### config.mk
export PLATFORM = sky130hd
export DESIGN_NAME = instr_fetch_unit_flat
export DESIGN_NICKNAME = d
export VERILOG_FILES = /design/src/rtl/instr_fetch_unit_if.sv /design/src/rtl/instr_fetch_unit.sv /design/src/flat_wrapper.sv
export SDC_FILE = /design/constraint.sdc
export NUM_CORES = 1
export LEC_CHECK = 0
export ABC_AREA = 0
export CORE_MARGIN = 3
export CORE_UTILIZATION = 30
export CTS_BUF_LIST = sky130_fd_sc_hd__clkbuf_4 sky130_fd_sc_hd__clkbuf_8 sky130_fd_sc_hd__clkbuf_16
export CTS_CLUSTER_SIZE = 28
export DETAILED_ROUTE_END_ITERATION = 8
export PLACE_DENSITY_LB_ADDON = 0.2
export REMOVE_ABC_BUFFERS = 1
export SLEW_MARGIN = 40
export SYNTH_ARGS = -nofsm -noshare
export SYNTH_HDL_FRONTEND = slang
export SYNTH_SLANG_ARGS = --single-unit
### constraint.sdc
create_clock -name clk -period 1.9 [get_ports clk]
set_clock_uncertainty 0.1 [all_clocks]
set_input_delay 0.475 -clock clk [delete_from_list [all_inputs] [get_ports clk]]
set_output_delay 0.475 -clock clk [all_outputs]
set_load 0.02 [all_outputs]
### src/rtl/instr_fetch_unit_if.sv
// Instruction-memory request/acknowledge bus between the fetch unit (master)
// and instruction memory (slave).
interface instr_fetch_unit_if #(
  parameter int ADDR_W = 16
);
  logic              imem_req;
  logic [ADDR_W-1:0] imem_addr;
  logic              imem_ack;
  logic [15:0]       imem_rdata;

  modport master (output imem_req, imem_addr, input imem_ack, imem_rdata);
  modport slave  (input imem_req, imem_addr, output imem_ack, imem_rdata);
endinterface

### src/rtl/instr_fetch_unit.sv
// Fetch stage: PC, IR, memory handshake, decode slices and PC-write control.
// Optional fetch timeout enabled by defining FETCH_TIMEOUT_EN.
module instr_fetch_unit #(
  parameter int                ADDR_W   = 16,
  parameter logic [ADDR_W-1:0] RESET_PC = '0,
  parameter int                TO_W     = 4
) (
  input  logic               clk,
  input  logic               rst,
  input  logic               IntMemRead,
  input  logic               IRWrite,
  input  logic               PCWrite,
  input  logic               PCWriteCond,
  input  logic               FlagSel,
  input  logic               PCSrc,
  input  logic [ADDR_W-1:0]  alu_result,
  input  logic [ADDR_W-1:0]  branch_target,
  input  logic               zero,
  instr_fetch_unit_if.master mem,
  output logic               fetch_stall,
  output logic               fetch_err,
  output logic [ADDR_W-1:0]  pc,
  output logic [3:0]         op,
  output logic [3:0]         rd,
  output logic [3:0]         rs,
  output logic [3:0]         func,
  output logic [7:0]         imm8
);

  typedef enum logic {S_IDLE, S_WAIT} state_t;

  state_t      state;
  logic [15:0] ir;
  logic        ack_in_wait;
  logic        expire;
  logic        branch_ok;
  logic        pc_we;

  assign ack_in_wait = (state == S_WAIT) && mem.imem_ack;

`ifdef FETCH_TIMEOUT_EN
  // Counter holds the number of ack-less WAIT cycles already elapsed, so
  // expiry fires on the (2^TO_W-1)th one.
  localparam logic [TO_W-1:0] TO_LAST = TO_W'((2 ** TO_W) - 2);
  logic [TO_W-1:0] to_cnt;

  assign expire = (state == S_WAIT) && !mem.imem_ack && (to_cnt == TO_LAST);
`else
  localparam int unused_to_w = TO_W;

  assign expire = 1'b0;
`endif

  assign fetch_err = expire;

  // NOTE: stall is combinational so the control FSM advances on the ack edge itself.
  assign fetch_stall = ((state == S_IDLE) && IntMemRead)
                     | ((state == S_WAIT) && !mem.imem_ack && !expire);

  assign branch_ok = PCWriteCond && (FlagSel ? !zero : zero);
  assign pc_we     = !fetch_stall && !expire && (PCWrite || branch_ok);

  // NOTE: every register below uses <= so all updates see pre-edge values.
  always_ff @(posedge clk) begin
    if (rst) begin
      state         <= S_IDLE;
      mem.imem_req  <= 1'b0;
      mem.imem_addr <= '0;
      ir            <= '0;
      pc            <= RESET_PC;
`ifdef FETCH_TIMEOUT_EN
      to_cnt        <= '0;
`endif
    end else begin
      if (pc_we) pc <= PCSrc ? branch_target : alu_result;

      case (state)
        S_IDLE: begin
          if (IntMemRead) begin
            state         <= S_WAIT;
            mem.imem_req  <= 1'b1;
            mem.imem_addr <= pc;
`ifdef FETCH_TIMEOUT_EN
            to_cnt        <= '0;
`endif
          end
        end
        S_WAIT: begin
          if (ack_in_wait) begin
            state        <= S_IDLE;
            mem.imem_req <= 1'b0;
            if (IRWrite) ir <= mem.imem_rdata;
          end else if (expire) begin
            // Load a NOP so the FSM falls back to instruction fetch.
            state        <= S_IDLE;
            mem.imem_req <= 1'b0;
            ir           <= '0;
          end
`ifdef FETCH_TIMEOUT_EN
          else begin
            to_cnt <= to_cnt + 1'b1;
          end
`endif
        end
        default: state <= S_IDLE;
      endcase
    end
  end

  assign op   = ir[15:12];
  assign rd   = ir[11:8];
  assign rs   = ir[7:4];
  assign func = ir[3:0];
  assign imm8 = ir[7:0];

endmodule

### src/flat_wrapper.sv
// flat-port wrapper written by rule: the top's interface ports become plain ports
module instr_fetch_unit_flat 
#(
  parameter int                ADDR_W   = 16,
  parameter logic [ADDR_W-1:0] RESET_PC = '0,
  parameter int                TO_W     = 4
)
  (clk, rst, IntMemRead, IRWrite, PCWrite, PCWriteCond, FlagSel, PCSrc, alu_result, branch_target, zero, fetch_stall, fetch_err, pc, op, rd, rs, func, imm8, mem_imem_req, mem_imem_addr, mem_imem_ack, mem_imem_rdata);
  instr_fetch_unit_if #(.ADDR_W(ADDR_W)) mem_i ();
  input  logic clk;
  input  logic rst;
  input  logic IntMemRead;
  input  logic IRWrite;
  input  logic PCWrite;
  input  logic PCWriteCond;
  input  logic FlagSel;
  input  logic PCSrc;
  input  logic [ADDR_W-1:0] alu_result;
  input  logic [ADDR_W-1:0] branch_target;
  input  logic zero;
  output logic fetch_stall;
  output logic fetch_err;
  output logic [ADDR_W-1:0] pc;
  output logic [3:0] op;
  output logic [3:0] rd;
  output logic [3:0] rs;
  output logic [3:0] func;
  output logic [7:0] imm8;
  output wire logic [$bits(mem_i.imem_req)-1:0] mem_imem_req;
  output wire logic [$bits(mem_i.imem_addr)-1:0] mem_imem_addr;
  input wire logic [$bits(mem_i.imem_ack)-1:0] mem_imem_ack;
  input wire logic [$bits(mem_i.imem_rdata)-1:0] mem_imem_rdata;
  assign mem_imem_req = mem_i.imem_req;
  assign mem_imem_addr = mem_i.imem_addr;
  assign mem_i.imem_ack = mem_imem_ack;
  assign mem_i.imem_rdata = mem_imem_rdata;
  instr_fetch_unit #(.ADDR_W(ADDR_W), .RESET_PC(RESET_PC), .TO_W(TO_W)) u_core (.clk(clk), .rst(rst), .IntMemRead(IntMemRead), .IRWrite(IRWrite), .PCWrite(PCWrite), .PCWriteCond(PCWriteCond), .FlagSel(FlagSel), .PCSrc(PCSrc), .alu_result(alu_result), .branch_target(branch_target), .zero(zero), .mem(mem_i), .fetch_stall(fetch_stall), .fetch_err(fetch_err), .pc(pc), .op(op), .rd(rd), .rs(rs), .func(func), .imm8(imm8));
endmodule
==> results.txt <==
Grt ovf: 0
Kind of critical path: register to output pin
GRT Util Overall: 14.8%
DRT iter0 DRCs: 51
Post-synth EDFFs: 0
Fill cells: 633
Worst path max stage delay: 0.62 ns
Fraction of layout cells with a size suffix above 1: 11.0%
I/O pin total: 117
Startpoint types: register
CTS tree: done
Max-cap viol count: 0
Number of synthesized register bits: 50
Die area: 7970 µm²
Postcts setup bufs: 0
Placed cell area: 3300 µm²
Period utilization: 97.9%
Finished Cell Area: 3440 µm²
Final-report hold violation count: 0
Gate Count Post-Synth: 237
Hold path start: u_core.ir[12]$_SDFFE_PP0P_
Register area share after synthesis: 48.1%
Worst Setup End Kind: output pin
Primary FF master, synth: dfxtp_1
Diodes inserted: 0
Final cell count without fillers: 423
FF-to-FF setup slack: 0.32 ns
H-tree levels: 2
Vias: 1950
Critical path buffer and inverter count: 1
Antenna violations before repair: 0
DRC Markers: 0
Worst Path Arrival: 1.29 ns
Synth top area cells: dfxtp_1 (48%), a21oi_1 (12%), nand2_1 (12%)
Pwr dens: 719 nW/µm²
Die X: 89.3 µm
Status: finished clean
Antenna-violating nets left: 0
Yosys top cell by area: dfxtp_1
Largest net degree at the start of global routing: 29
Max Fclk: 0.538 GHz
Port Buf Inserts: 115
Synthesized area: 2080 µm²
Worst hold path class: register to register
Final number of max-transition violations: 0
Setup violators final: 0
Clock buffer depth: 2
Hold Path Stages: 2
Worst Reg2Reg Path Length in Cells: 6
Register Area: 1000 µm²
Cells along the critical path: clkdlybuf4s50_1
DP HPWL: 4410 µm
Die Ht: 89.3 µm
Dpl cells: 415
Total CTS buffers: 5
Worst vdd ir: 0.302 mV
Via density: 4.61
Family with the most delay on the worst path: buffers and inverters
Core footprint: 6530 µm²
Clk slew on worst S/H paths: 0.09 ns
Ys async rst share: 0%
CP required: 1.32 ns
Clock sinks: 50
DRT Wirelength: 5950 µm
Synth warn: 0
Slowest stage cell, crit path: clkdlybuf4s50_1
DR WL/cell: 14.1 µm
Endpoint of the lowest-slack register-to-register path: u_core.pc[9]$_SDFFE_PP0P_
Syn-to-layout area delta: 65.4%
Most frequent cell after synthesis: nand2_1
Synth top cells by count: nand2_1 (65), dfxtp_1 (50), a21oi_1 (49)
Unique masters post-synth: 22
Global-route wire length before repair: 9000 µm
Multi-input gate area: 901 µm²
Row cnt: 29
Nets: 403
R2r startpoint: u_core.state$_SDFF_PP0_
Worst skew pair latency: 0.30 ns
CTS root buf: clkbuf_8
Mean Syn Cell Area: 8.78 µm²
LEAKAGE: 1.47 nW
CP Max Fanout: 3
Gpl congestion: 0.681
Starting density of the core: 31.9%
RSZ-0062 raised after global routing: false
Min Tclk post-route: 1.86 ns
Number of global-route vias before repair: 1812
Worst Hold End: u_core.ir[12]$_SDFFE_PP0P_
Synth top area share: 48.1%
Drt pass-1 iters: 4
layout make-up:
class,instances,area share [%]
clock buffers,5,2.00
clock inverters,3,1.16
inverters,2,0.218
multi-input cells,157,26.2
flip-flops and latches,50,29.1
well taps,77,2.80
repair buffers,129,38.6
routing by layer:
metal / up-vias / wire length (µm) / global-route usage (%)
met2: 54 / 3030 / 24.4
met4: 0 / 82 / 4.87
met1: 887 / 2550 / 19.1
li1: 1001 / - / -
met5: - / 0 / 0
met3: 8 / 287 / 3.23
registers in the layout, indices dropped and copies added, names as in the netlist:
signal / flops
u_core.ir: 16
u_core.mem.imem_addr: 16
u_core.pc: 16
u_core.state: 1
u_core.mem.imem_req: 1
repair_timing:
item / CTS / global route
endpoints found under the setup margin: 5 / 13
pin swaps: 1 / 0
gates resized for setup: 15 / 13
hold buffers: 0 / 0
stage by stage:
step | utilization [%] | hold slack, ns | power, mW | worst slack (ns) | setup TNS [ns]
2_1_floorplan | - | 0.428 | 1.41 | -0.289 | -4.56
3_3_place_gp | 50.6 | 0.341 | 1.77 | -0.559 | -4.04
3_5_place_dp | 50.6 | 0.347 | 1.77 | -0.567 | -4.24
4_1_cts | 52.2 | 0.360 | 2.52 | 0.000230 | 0
5_1_grt | 52.7 | 0.384 | 2.60 | 0.000269 | 0
6_report | 52.7 | 0.358 | 2.48 | 0.0395 | 0
power by group:
part | internal, mW | total, mW | leakage [nW] | switching (mW)
Combinational | 0.305 | 0.581 | 1.01 | 0.276
Clock | 0.388 | 0.744 | 0.0579 | 0.356
Sequential | 1.11 | 1.15 | 0.409 | 0.0408
cell families (layout without fill, tap and decap cells):
family	after synthesis	after routing	synth area share, %
AND/OR/NAND/NOR	72	72	13.5
AO/OA/AOI/OAI	67	67	21.1
flip-flops	50	50	48.1
buffers and inverters	30	139	8.96
multiplexers	16	16	7.70
other	1	1	0.180
XOR/XNOR	1	1	0.421
placed cells by master (no fill, tap or decap), types with 5 or more instances in the layout:
| cell | instances |
|---|---|
| dfxtp_1 | 50 |
| mux2i_1 | 16 |
| dlygate4sd2_1 | 6 |
| a211oi_2 | 10 |
| buf_4 | 10 |
| a21oi_1 | 49 |
| a211oi_1 | 6 |
| dlymetal6s2s_1 | 13 |
| clkbuf_8 | 5 |
| nand2_1 | 65 |
| clkdlybuf4s50_1 | 94 |
worst max-delay path by stage:
stage	start	end	slack, ns	depth (start not counted)
3_5_place_dp	IntMemRead	fetch_stall	-0.57	5
2_1_floorplan	IntMemRead	u_core.pc[10]$_SDFFE_PP0P_	-0.29	4
4_1_cts	u_core.pc[6]$_SDFFE_PP0P_	pc[6]	0.0002	1
6_report	u_core.pc[15]$_SDFFE_PP0P_	pc[15]	0.04	1
5_1_grt	u_core.ir[4]$_SDFFE_PP0P_	imm8[4]	0.0003	1
3_3_place_gp	IntMemRead	fetch_stall	-0.56	5
worst min-delay path: cells and delay by family (launching register included):
| kind | cells | cell delay, ns |
|---|---|---|
| DFF | 1 | 0.32 |
| and+or+nand+nor | 1 | 0.05 |
| AOI/OAI and AO/OA | 1 | 0.05 |
(Power assumes the default switching activity.)
